===== config.mk =====
export PLATFORM = sky130hd
export DESIGN_NAME = branch_resolve_unit
export DESIGN_NICKNAME = d
export VERILOG_FILES = /design/src/rtl/branch_resolve_unit.sv
export SDC_FILE = /design/constraint.sdc
export NUM_CORES = 1
export LEC_CHECK = 0
export ABC_AREA = 1
export CAP_MARGIN = 10
export CORE_MARGIN = 5
export CORE_UTILIZATION = 49
export CTS_BUF_LIST = sky130_fd_sc_hd__clkbuf_8
export DETAILED_ROUTE_END_ITERATION = 12
export HOLD_SLACK_MARGIN = 0.1
export MAX_ROUTING_LAYER = met4
export PLACE_DENSITY = 0.85
export SYNTH_ARGS = -nofsm -noshare
export SYNTH_HDL_FRONTEND = slang
export SYNTH_SLANG_ARGS = --single-unit

===== constraint.sdc =====
create_clock -name clk -period 2.1 [get_ports clk]
set_input_delay 0.315 -clock clk [delete_from_list [all_inputs] [get_ports clk]]
set_output_delay 0.315 -clock clk [all_outputs]
set_load 0.02 [all_outputs]

===== src/rtl/branch_resolve_unit.sv =====
// Branch resolution in EX: decodes funct3 against comparator flags, checks the prediction,
// and drives a held redirect followed by a timed flush. Optional counters: BRANCH_STATS_EN.
module branch_resolve_unit #(
   parameter int FLUSH_CYCLES = 2,
   parameter int XLEN         = 32
) (
   input  logic            clk,
   input  logic            rst,
   input  logic            br_valid,
   output logic            o_br_ready,
   input  logic [2:0]      br_funct3,
   input  logic [XLEN-1:0] br_pc,
   input  logic [XLEN-1:0] br_imm,
   input  logic            br_pred_taken,
   output logic            o_unsigned_op,
   input  logic            cmp_lt,
   input  logic            cmp_eq,
   output logic            o_resolved_valid,
   output logic            o_taken,
   output logic            o_redirect_valid,
   input  logic            redirect_ready,
   output logic [XLEN-1:0] o_redirect_pc,
   output logic            o_flush,
   output logic            o_illegal,
   output logic            o_misaligned,
   output logic [31:0]     o_stat_branches,
   output logic [31:0]     o_stat_mispredicts,
   output logic [1:0]      dbg_state
);

   // Handshakes: a branch transfers on a rising edge where br_valid & o_br_ready;
   // a redirect transfers on a rising edge where o_redirect_valid & redirect_ready.
   // Either side's valid/ready outside those edges has no effect.
   typedef enum logic [1:0] {IDLE = 2'd0, REDIRECT = 2'd1, FLUSH = 2'd2} state_t;

   localparam int CW = $clog2(FLUSH_CYCLES + 1);

   state_t            state_q, state_d;
   logic [CW-1:0]     cnt_q, cnt_d;
   logic [XLEN-1:0]   redir_pc_q, redir_pc_d;
   logic              resolved_q, taken_q, illegal_q, misal_q;

   logic              accept, taken, illegal, misaligned, issue;
   logic [XLEN-1:0]   target;

   assign o_unsigned_op = br_funct3[1];
   assign accept        = br_valid & (state_q == IDLE);

   always_comb begin
      taken   = 1'b0;
      illegal = 1'b0;
      case (br_funct3)
         3'b000:          taken = cmp_eq;
         3'b001:          taken = ~cmp_eq;
         3'b100, 3'b110:  taken = cmp_lt;
         3'b101, 3'b111:  taken = ~cmp_lt;
         default:         illegal = 1'b1;
      endcase
   end

   assign target     = taken ? (br_pc + br_imm) : (br_pc + XLEN'(4));
   assign misaligned = taken & (target[1:0] != 2'b00);
   // Illegal and misaligned branches never redirect, even if they disagree with the prediction.
   assign issue      = accept & ~illegal & ~misaligned & (taken ^ br_pred_taken);

   always_comb begin
      state_d    = state_q;
      cnt_d      = cnt_q;
      redir_pc_d = redir_pc_q;
      case (state_q)
         IDLE: begin
            if (issue) begin
               state_d    = REDIRECT;
               redir_pc_d = target;
            end
         end
         REDIRECT: begin
            if (redirect_ready) begin
               state_d = FLUSH;
               cnt_d   = CW'(FLUSH_CYCLES);
            end
         end
         FLUSH: begin
            if (cnt_q <= CW'(1)) begin
               state_d = IDLE;
               cnt_d   = '0;
            end else begin
               cnt_d = cnt_q - CW'(1);
            end
         end
         default: begin
            state_d = IDLE;
            cnt_d   = '0;
         end
      endcase
   end

   always_ff @(posedge clk) begin
      if (rst) begin
         state_q    <= IDLE;
         cnt_q      <= '0;
         redir_pc_q <= '0;
         resolved_q <= 1'b0;
         taken_q    <= 1'b0;
         illegal_q  <= 1'b0;
         misal_q    <= 1'b0;
      end else begin
         state_q    <= state_d;
         cnt_q      <= cnt_d;
         redir_pc_q <= redir_pc_d;
         resolved_q <= accept;
         taken_q    <= accept & taken;
         illegal_q  <= accept & illegal;
         misal_q    <= accept & misaligned;
      end
   end

   assign o_br_ready       = (state_q == IDLE);
   assign o_redirect_valid = (state_q == REDIRECT);
   assign o_flush          = (state_q == FLUSH);
   assign o_redirect_pc    = redir_pc_q;
   assign o_resolved_valid = resolved_q;
   assign o_taken          = taken_q;
   assign o_illegal        = illegal_q;
   assign o_misaligned     = misal_q;
   assign dbg_state        = state_q;

`ifdef BRANCH_STATS_EN
   logic [31:0] stat_br_q, stat_mp_q;

   always_ff @(posedge clk) begin
      if (rst) begin
         stat_br_q <= '0;
         stat_mp_q <= '0;
      end else begin
         if (accept) stat_br_q <= stat_br_q + 32'd1;
         if (issue)  stat_mp_q <= stat_mp_q + 32'd1;
      end
   end

   assign o_stat_branches    = stat_br_q;
   assign o_stat_mispredicts = stat_mp_q;
`else
   assign o_stat_branches    = '0;
   assign o_stat_mispredicts = '0;
`endif

endmodule


==> results of run 1 <==
[power breakdown]
part	switching (W)	internal, W
Combinational	0.00129	0.000976
Sequential	0.0000644	0.000874
Clock	0.000301	0.000352
[path summary, 6_finish.rpt]
| path | to | slack, ns |
|---|---|---|
| worst max-delay path | o_redirect_pc[18] | 0.02 |
| worst min-delay path | o_redirect_pc[0] | 0.40 |
| worst max register to register | o_redirect_pc[18] | 0.20 |
| worst min register to register | cnt_q[0] | 0.47 |
[layout make-up]
type | instances | area, µm²
Multi-Input combinational cell | 791 | 4053
Tap cell | 140 | 175.2
Timing Repair Buffer | 244 | 2173
Clock inverter | 3 | 42.54
Clock buffer | 5 | 68.82
Fill cell | 972 | 3013
Inverter | 161 | 609.3
Sequential cell | 40 | 800.8
[placed cells by master, fill, tap and decap left out, types with 3 or more instances in the layout]
master and instances:
sky130_fd_sc_hd__nand2_1 338, sky130_fd_sc_hd__inv_1 156, sky130_fd_sc_hd__buf_4 125, sky130_fd_sc_hd__nor2_1 105, sky130_fd_sc_hd__clkdlybuf4s50_1 104, sky130_fd_sc_hd__conb_1 64, sky130_fd_sc_hd__nand3_1 58, sky130_fd_sc_hd__a21oi_1 46
sky130_fd_sc_hd__dfxtp_1 40, sky130_fd_sc_hd__o21ai_1 23, sky130_fd_sc_hd__ha_1 21, sky130_fd_sc_hd__o21ai_0 15, sky130_fd_sc_hd__nand3b_1 15, sky130_fd_sc_hd__xor2_1 14, sky130_fd_sc_hd__a21oi_2 14, sky130_fd_sc_hd__nor3_1 12
sky130_fd_sc_hd__ha_4 12, sky130_fd_sc_hd__nand2_2 9, sky130_fd_sc_hd__dlymetal6s2s_1 8, sky130_fd_sc_hd__nand3_2 7, sky130_fd_sc_hd__nor2_2 7, sky130_fd_sc_hd__xnor2_1 5, sky130_fd_sc_hd__nand4_1 5, sky130_fd_sc_hd__clkbuf_8 5
sky130_fd_sc_hd__inv_2 4, sky130_fd_sc_hd__or2_2 3, sky130_fd_sc_hd__nor3_2 3, sky130_fd_sc_hd__buf_12 3
[cells by family after synthesis]
kind of cell	after synthesis	share of synthesized area (%)
DFF	40	14.58
buffers and inverters	241	21.60
xor gates and xnor gates	19	3.030
and+or+nand+nor	568	42.68
adders and majority gates	36	8.339
other	1	0.06829
AOI/OAI and AO/OA	104	9.706
[routing by layer]
layer / share of wire (%) / vias up
li1: - / 3465
met1: 42 / 3010
met2: 48 / 316
met3: 7.9 / 36
met4: 2.8 / 0
met5: 0 / -
[cells in the mapped netlist]
| master | count |
|---|---|
| sky130_fd_sc_hd__nor2_1 | 112 |
| sky130_fd_sc_hd__or2_2 | 3 |
| sky130_fd_sc_hd__o21ai_0 | 15 |
| sky130_fd_sc_hd__nor3_1 | 13 |
| sky130_fd_sc_hd__nor3_2 | 2 |
| sky130_fd_sc_hd__o21bai_1 | 2 |
| sky130_fd_sc_hd__nand2_2 | 1 |
| sky130_fd_sc_hd__a21o_1 | 2 |
| sky130_fd_sc_hd__fa_1 | 1 |
| sky130_fd_sc_hd__inv_4 | 1 |
| sky130_fd_sc_hd__xnor2_1 | 5 |
| sky130_fd_sc_hd__nand3_1 | 66 |
| sky130_fd_sc_hd__buf_6 | 3 |
| sky130_fd_sc_hd__conb_1 | 1 |
| sky130_fd_sc_hd__inv_2 | 2 |
| sky130_fd_sc_hd__nand3_2 | 1 |
| sky130_fd_sc_hd__xor2_1 | 14 |
| sky130_fd_sc_hd__o211ai_1 | 1 |
| sky130_fd_sc_hd__nand3b_1 | 15 |
| sky130_fd_sc_hd__buf_2 | 4 |
| sky130_fd_sc_hd__nand2_4 | 1 |
| sky130_fd_sc_hd__dfxtp_1 | 40 |
| sky130_fd_sc_hd__nor4_1 | 1 |
| sky130_fd_sc_hd__inv_1 | 158 |
| sky130_fd_sc_hd__o21ai_1 | 24 |
| sky130_fd_sc_hd__clkbuf_1 | 6 |
| sky130_fd_sc_hd__nand2_1 | 346 |
| sky130_fd_sc_hd__buf_4 | 67 |
| sky130_fd_sc_hd__ha_1 | 35 |
| sky130_fd_sc_hd__a21oi_1 | 60 |
| sky130_fd_sc_hd__and3_1 | 2 |
| sky130_fd_sc_hd__nand4_1 | 5 |
[metrics by stage]
step	setup TNS, ns	setup WS (ns)	util, %
after floorplan	0	0.1615	-
after global placement	-14.03	-0.4963	67.75
after detailed placement	-14.72	-0.5099	67.75
after CTS	0	0.002525	69.47
after global routing	-0.3198	-0.04663	72.45
final	0	0.02096	72.45
[critical path: cells and delay by family]
family / cells / cell delay [ns]
adders and majority gates: 2 / 0.70
buffers and inverters: 5 / 0.64
AOI/OAI and AO/OA: 2 / 0.32
and+or+nand+nor: 3 / 0.32
[state kept, by name (all words and copies together), names as in the netlist]
signal            flops
o_illegal             1
o_redirect_pc        32
cnt_q                 2
dbg_state             2
o_misaligned          1
o_resolved_valid      1
o_taken               1
[repair_timing]
action,4_1_cts,5_1_grt
pin swaps,3,7
gates resized for setup,13,66
setup buffers,4,4
setup endpoints to repair,34,29
==> PnR_summary.wiki, run 1 <==
{| class="wikitable"
! Metric !! Value
|-
| Run status || complete, no violations
|-
| Setup Viol. Count Final || 0
|-
| Final std cell area, no fill || 7923 µm²
|-
| Peak-usage layer in the global routing report || met2
|-
| Clock Skew || slightly above 0.006 ns
|-
| Synth cell types || 32
|-
| PnR Total Power || 0.003856 W
|-
| Signed area change from the synthesized netlist to the final layout || 44.27%
|-
| Initial standard-cell utilization of the core || 50.22%
|-
| Number of flip-flops and latches in the synthesized netlist || 40
|-
| Achievable frequency || 0.4810 GHz
|-
| Worst hold path class || in -> reg
|-
| Detailed Route WL || 20320 µm
|-
| Number of remaining DRC errors || 0
|-
| TritonCTS Sinks || 40
|-
| Ratio of total power to cell area || 486.7 nW/µm²
|-
| Required time reported for the critical path endpoint || roughly 2.3 ns
|-
| Final standard cell count with taps included and fillers excluded || 1384
|-
| Met2 routing resource usage after global routing || 48.91%
|-
| Post-synthesis average cell area || 5.443 µm²
|-
| CTS tree || built
|-
| Cell count after synthesis || 1009
|-
| Cts hold-fix bufs || 0
|-
| Level count of the clock H-tree || 2
|-
| Number of vias in the routed layout || 6827
|-
| IR Drop Worst-Case VDD || 0.0004651 V
|-
| Library cell with the largest summed area after synthesis || sky130_fd_sc_hd__nand2_1
|-
| GR Layer Usage met1 || 36.06%
|-
| Area inside the core boundary || 10940 µm²
|-
| Pin count of the biggest net entering global routing || 32
|-
| Launching element of the worst setup path || br_imm[0]
|-
| Via count of the first global-routing pass || 6139
|-
| Post-route fraction of the period consumed by the critical path || ~99%
|-
| First-iteration detailed-routing DRC count || 401
|-
| Element type at the critical path start || primary input
|-
| IO buf count || 115
|-
| # nets final || 1353
|-
| Remaining Overflow, GRT || 0
|-
| Area share of the largest cell type after synthesis || 23.65%
|-
| Clock tree root driver cell || sky130_fd_sc_hd__clkbuf_8
|-
| Number of maximum-capacitance violations || 0
|-
| Beginning of the worst hold path || br_pc[0]
|-
| Max stage delay cell, worst path || sky130_fd_sc_hd__fa_2
|-
| RSZ-0062 raised after global routing || yes
|-
| Chip Height || 115.9 µm
|-
| Share of layout cells above drive strength 1 || 16.48%
|-
| Critical path start-end classification || in -> reg
|-
| Critical Path Max Stage Delay || 0.52 ns
|-
| HPWL after detailed placement || 16530 µm
|-
| Die X || 115.9 µm
|-
| Hold WS || roughly 0.40 ns
|-
| Minimum clock period || 2.079 ns
|-
| Critical path peak fanout || 6
|-
| Mean routed wirelength per cell || 14.68 µm
|-
| CP endpoint kind || register
|-
| Cts bufs inserted || 5
|-
| Die Footprint || 13420 µm²
|-
| ANT nets after route || 0
|-
| Fraction of the yosys area taken by sequential cells || 14.58%
|-
| Global-route wire length before repair || 29720 µm
|-
| Placed cell count || between 1000 and 1500
|-
| Count of yosys warnings during synthesis || 0
|-
| M3 GR Usage || 3.238%
|-
| Initial antenna violation count || 0
|-
| Cell-by-cell trace of the critical path || dlygate4sd2_1, ha_2, inv_1, fa_2, inv_1, o21ai_2, nand3_4, buf_12, buf_4, nor2_2, nand2_1, a21oi_1
|-
| Leakage power || 4.316 nW
|-
| Post-Synthesis Cell Area || roughly 5500 µm²
|-
| Num ports || 180
|-
| CTS max path bufs || 2
|-
| Final slew viol count || 0
|-
| Routability-driven placement congestion ratio || 0.9793
|-
| Source-to-sink clock delay at the later pin of the worst-skew pair || roughly 0.30 ns
|-
| Number of iterations in the first detailed-routing pass || 5
|-
| Post-detailed-route via-to-cell ratio || roughly 5
|-
| Synth area leaders || sky130_fd_sc_hd__nand2_1, sky130_fd_sc_hd__dfxtp_1, sky130_fd_sc_hd__inv_1, sky130_fd_sc_hd__buf_4, sky130_fd_sc_hd__ha_1
|-
| Reg-to-Reg Start || dbg_state[1]
|-
| WP data arrival || around 2.3 ns
|-
| Fin. Hold Viols || 0
|-
| Count of antenna diodes in the layout || 0
|-
| Depth of the most critical reg-to-reg path || 10
|-
| Clk pin slew, worst setup/hold paths || 0.08 ns
|-
| Placement Rows || 38
|-
| Worst hold path stage count || 5
|-
| All-Layer GR Usage || 28.90%
|-
| Most frequent cell on the critical path || sky130_fd_sc_hd__inv_1
|-
| DP Area || 7408 µm²
|}
(Power assumes the default switching activity.)
==> run 2, diff against run 1 <==
- SETUP_SLACK_MARGIN: unset -> 0.5
==> PnR_summary.wiki, run 2 (same netlist as run 1, synthesis figures left out) <==
{| class="wikitable"
! Metric !! Value
|-
| Run status || complete, no violations (unchanged)
|-
| Worst Max-Slew Pin Slew || 0.6277 ns
|-
| Critical path start-end classification || in -> reg (unchanged)
|-
| IO buf count || 115 (unchanged)
|-
| Clk pin slew, worst setup/hold paths || 0.07 ns (was 0.08 ns)
|-
| Achievable frequency || 0.5450 GHz (was 0.4810 GHz)
|-
| First-iteration detailed-routing DRC count || 722 (was 401)
|-
| Reg-to-Reg Start || dbg_state[0] (was dbg_state[1])
|-
| Critical Path Max Stage Delay || 0.49 ns (was 0.52 ns)
|-
| Setup slack on the worst flop-to-flop path || 0.35 ns (was 0.20 ns)
|-
| Critical register-to-register path endpoint || o_redirect_pc[14] (was o_redirect_pc[18])
|-
| All-Layer GR Usage || 32.01% (was 28.90%)
|-
| Post-detailed-route via-to-cell ratio || 5.293 (was 4.933)
|-
| Critical path peak fanout || 6 (unchanged)
|-
| Num ports || 180 (unchanged)
|-
| Max stage delay cell, worst path || sky130_fd_sc_hd__fa_1 (was sky130_fd_sc_hd__fa_2)
|-
| Detailed Route WL || 23670 µm (was 20320 µm)
|-
| Most frequent cell on the critical path || sky130_fd_sc_hd__inv_2 (was sky130_fd_sc_hd__inv_1)
|-
| Number of iterations in the first detailed-routing pass || 5 (unchanged)
|-
| Cell-by-cell trace of the critical path || buf_8, ha_4, inv_2, fa_1, inv_2, o21ai_4, nand3_4, inv_6, buf_6, buf_12, buf_16, nor2_4, nor2_2, nand2_1, inv_1 (was dlygate4sd2_1, ha_2, inv_1, fa_2, inv_1, o21ai_2, nand3_4, buf_12, buf_4, nor2_2, nand2_1, a21oi_1)
|-
| # nets final || 1374 (was 1353)
|-
| Initial antenna violation count || 0 (unchanged)
|-
| Count of antenna diodes in the layout || 0 (unchanged)
|-
| TritonCTS Sinks || 40 (unchanged)
|-
| CTS tree || built (unchanged)
|-
| Remaining Overflow, GRT || 0 (unchanged)
|-
| Number of maximum-capacitance violations || 0 (unchanged)
|-
| HPWL after detailed placement || 16430 µm (was 16530 µm)
|-
| Die Footprint || 13420 µm² (unchanged)
|-
| Depth of the most critical reg-to-reg path || 13 (was 10)
|-
| WP data arrival || 2.08 ns (was 2.32 ns)
|-
| Worst hold path stage count || 2 (was 5)
|-
| Most frequent standard cell in the layout excluding fill and tap cells || sky130_fd_sc_hd__nand2_1 (unchanged)
|-
| Flip-flop count of the largest register, all copies and words added || 32 (unchanged)
|-
| Ratio of total power to cell area || 468.4 nW/µm² (was 486.7 nW/µm²)
|-
| Number of vias in the routed layout || 7432 (was 6827)
|-
| Setup Viol. Count Final || 0 (unchanged)
|-
| Post-route fraction of the period consumed by the critical path || 87.38% (was 99.00%)
|-
| CP endpoint kind || register (unchanged)
|-
| Area inside the core boundary || 10940 µm² (unchanged)
|-
| RSZ-0062 raised after global routing || yes (unchanged)
|-
| IR Drop Worst-Case VDD || 0.0006433 V (was 0.0004651 V)
|-
| Final std cell area, no fill || 9082 µm² (was 7923 µm²)
|-
| Element type at the critical path start || primary input (unchanged)
|-
| Post-route core utilization || 83.05% (was 72.45%)
|-
| Signed area change from the synthesized netlist to the final layout || 65.39% (was 44.27%)
|-
| DP Area || 7432 µm² (was 7408 µm²)
|-
| Seq. cell area || 800.8 µm² (unchanged)
|-
| Fill count || 703 (was 972)
|-
| Die X || 115.9 µm (unchanged)
|-
| Area taken by multi-input logic gates || 4971 µm² (was 4053 µm²)
|-
| Minimum clock period || 1.835 ns (was 2.079 ns)
|-
| ANT nets after route || 0 (unchanged)
|-
| Initial standard-cell utilization of the core || 50.22% (unchanged)
|-
| Clock tree root driver cell || sky130_fd_sc_hd__clkbuf_8 (unchanged)
|-
| Routability-driven placement congestion ratio || 0.9377 (was 0.9793)
|-
| Worst hold path class || in -> reg (unchanged)
|-
| Share of layout cells above drive strength 1 || 33.39% (was 16.48%)
|-
| Final slew viol count || 0 (unchanged)
|-
| Pin count of the biggest net entering global routing || 28 (was 32)
|-
| Leakage power || 4.965 nW (was 4.316 nW)
|-
| Number of remaining DRC errors || 0 (unchanged)
|-
| Fin. Hold Viols || 0 (unchanged)
|-
| Via count of the first global-routing pass || 6910 (was 6139)
|-
| Hold Path End || o_illegal (was o_redirect_pc[0])
|-
| Mean routed wirelength per cell || 16.86 µm (was 14.68 µm)
|-
| Sum of negative setup slack || 0 ns (unchanged)
|-
| Hold WS || 0.2395 ns (was 0.3958 ns)
|-
| Launching element of the worst setup path || br_pc[0] (was br_imm[0])
|-
| Level count of the clock H-tree || 2 (unchanged)
|-
| CTS max path bufs || 2 (unchanged)
|-
| Worst rel slew slack || 58.06%
|-
| Clock Skew || 0.006062 ns (was 0.006210 ns)
|-
| Placement Rows || 38 (unchanged)
|-
| Beginning of the worst hold path || br_funct3[2] (was br_pc[0])
|-
| Global-route wire length before repair || 33260 µm (was 29720 µm)
|-
| Chip Height || 115.9 µm (unchanged)
|-
| PnR Total Power || 0.004254 W (was 0.003856 W)
|-
| Cts bufs inserted || 5 (unchanged)
|-
| Top library cells by usage in the layout, fill and taps aside || sky130_fd_sc_hd__nand2_1, sky130_fd_sc_hd__inv_1, sky130_fd_sc_hd__buf_4 (unchanged)
|-
| Cts hold-fix bufs || 0 (unchanged)
|-
| Required time reported for the critical path endpoint || 2.35 ns (was 2.34 ns)
|-
| Source-to-sink clock delay at the later pin of the worst-skew pair || 0.30 ns (about the same)
|}
run 2: changes by cell type in the layout (fill, tap and decap cells not counted), moves of 21 or more:
cell	previous run	this run
sky130_fd_sc_hd__dlymetal6s2s_1	8	31
sky130_fd_sc_hd__nand2_2	9	52
sky130_fd_sc_hd__nor2_2	7	28
sky130_fd_sc_hd__a21oi_1	46	25
sky130_fd_sc_hd__dlygate4sd2_1	2	33
sky130_fd_sc_hd__nand2_1	338	283
sky130_fd_sc_hd__nor2_1	105	75
sky130_fd_sc_hd__clkdlybuf4s50_1	104	28
run 2: final cells by class:
cell class / count / area share (%)
clock buffer: 7 / 1.061
timing repair buffer: 265 / 26.71
tap: 140 / 1.929
sequential: 40 / 8.817
inverter: 161 / 6.750
multi-input combinational: 791 / 54.73
run 2: through the flow:
step	std cells	setup WS, ns
5_1_grt	1404	0.2231
6_report	1404	0.2651
3_5_place_dp	1368	-0.4304
2_1_floorplan	1072	0.3058
4_1_cts	1393	0.2181
3_3_place_gp	1368	-0.4065
run 2: worst max path at each step:
stage,to
finish,o_redirect_pc[14]
global route,o_redirect_pc[15]
CTS,dbg_state[1]
detailed placement,o_redirect_pc[22]
global placement,o_redirect_pc[22]
floorplan,o_redirect_pc[8]
run 2: worst max-delay path, delay by kind of cell:
kind	cells	cell delay, ns
AO/OA/AOI/OAI	1	0.16
AND/OR/NAND/NOR	4	0.32
buffers and inverters	8	0.66
adder cells (fa/ha/maj)	2	0.62
run 2: layer usage:
layer  GRT usage [%]  part of all wire, %  up-vias
li1                -                    -     3511
met1           36.35                   38     3392
met2           56.58                   50      414
met3           3.290                  7.3      115
met4           14.39                  5.2        0
met5               -                    0        -
run 2: what timing repair did:
action	in CTS	in global routing
gates resized for setup	207	218
cloned	5	0
buffers inserted	13	11
pin swaps	47	79
setup endpoints to repair	47	52
run 2: report_power, final:
| group | internal, W | switching (W) | total [W] |
|---|---|---|---|
| combinational | 0.00116 | 0.00156 | 0.00272 |
| clock | 0.000293 | 0.000282 | 0.000575 |
| sequential | 0.000874 | 0.0000808 | 0.000955 |
| total | 0.00233 | 0.00193 | 0.00425 |
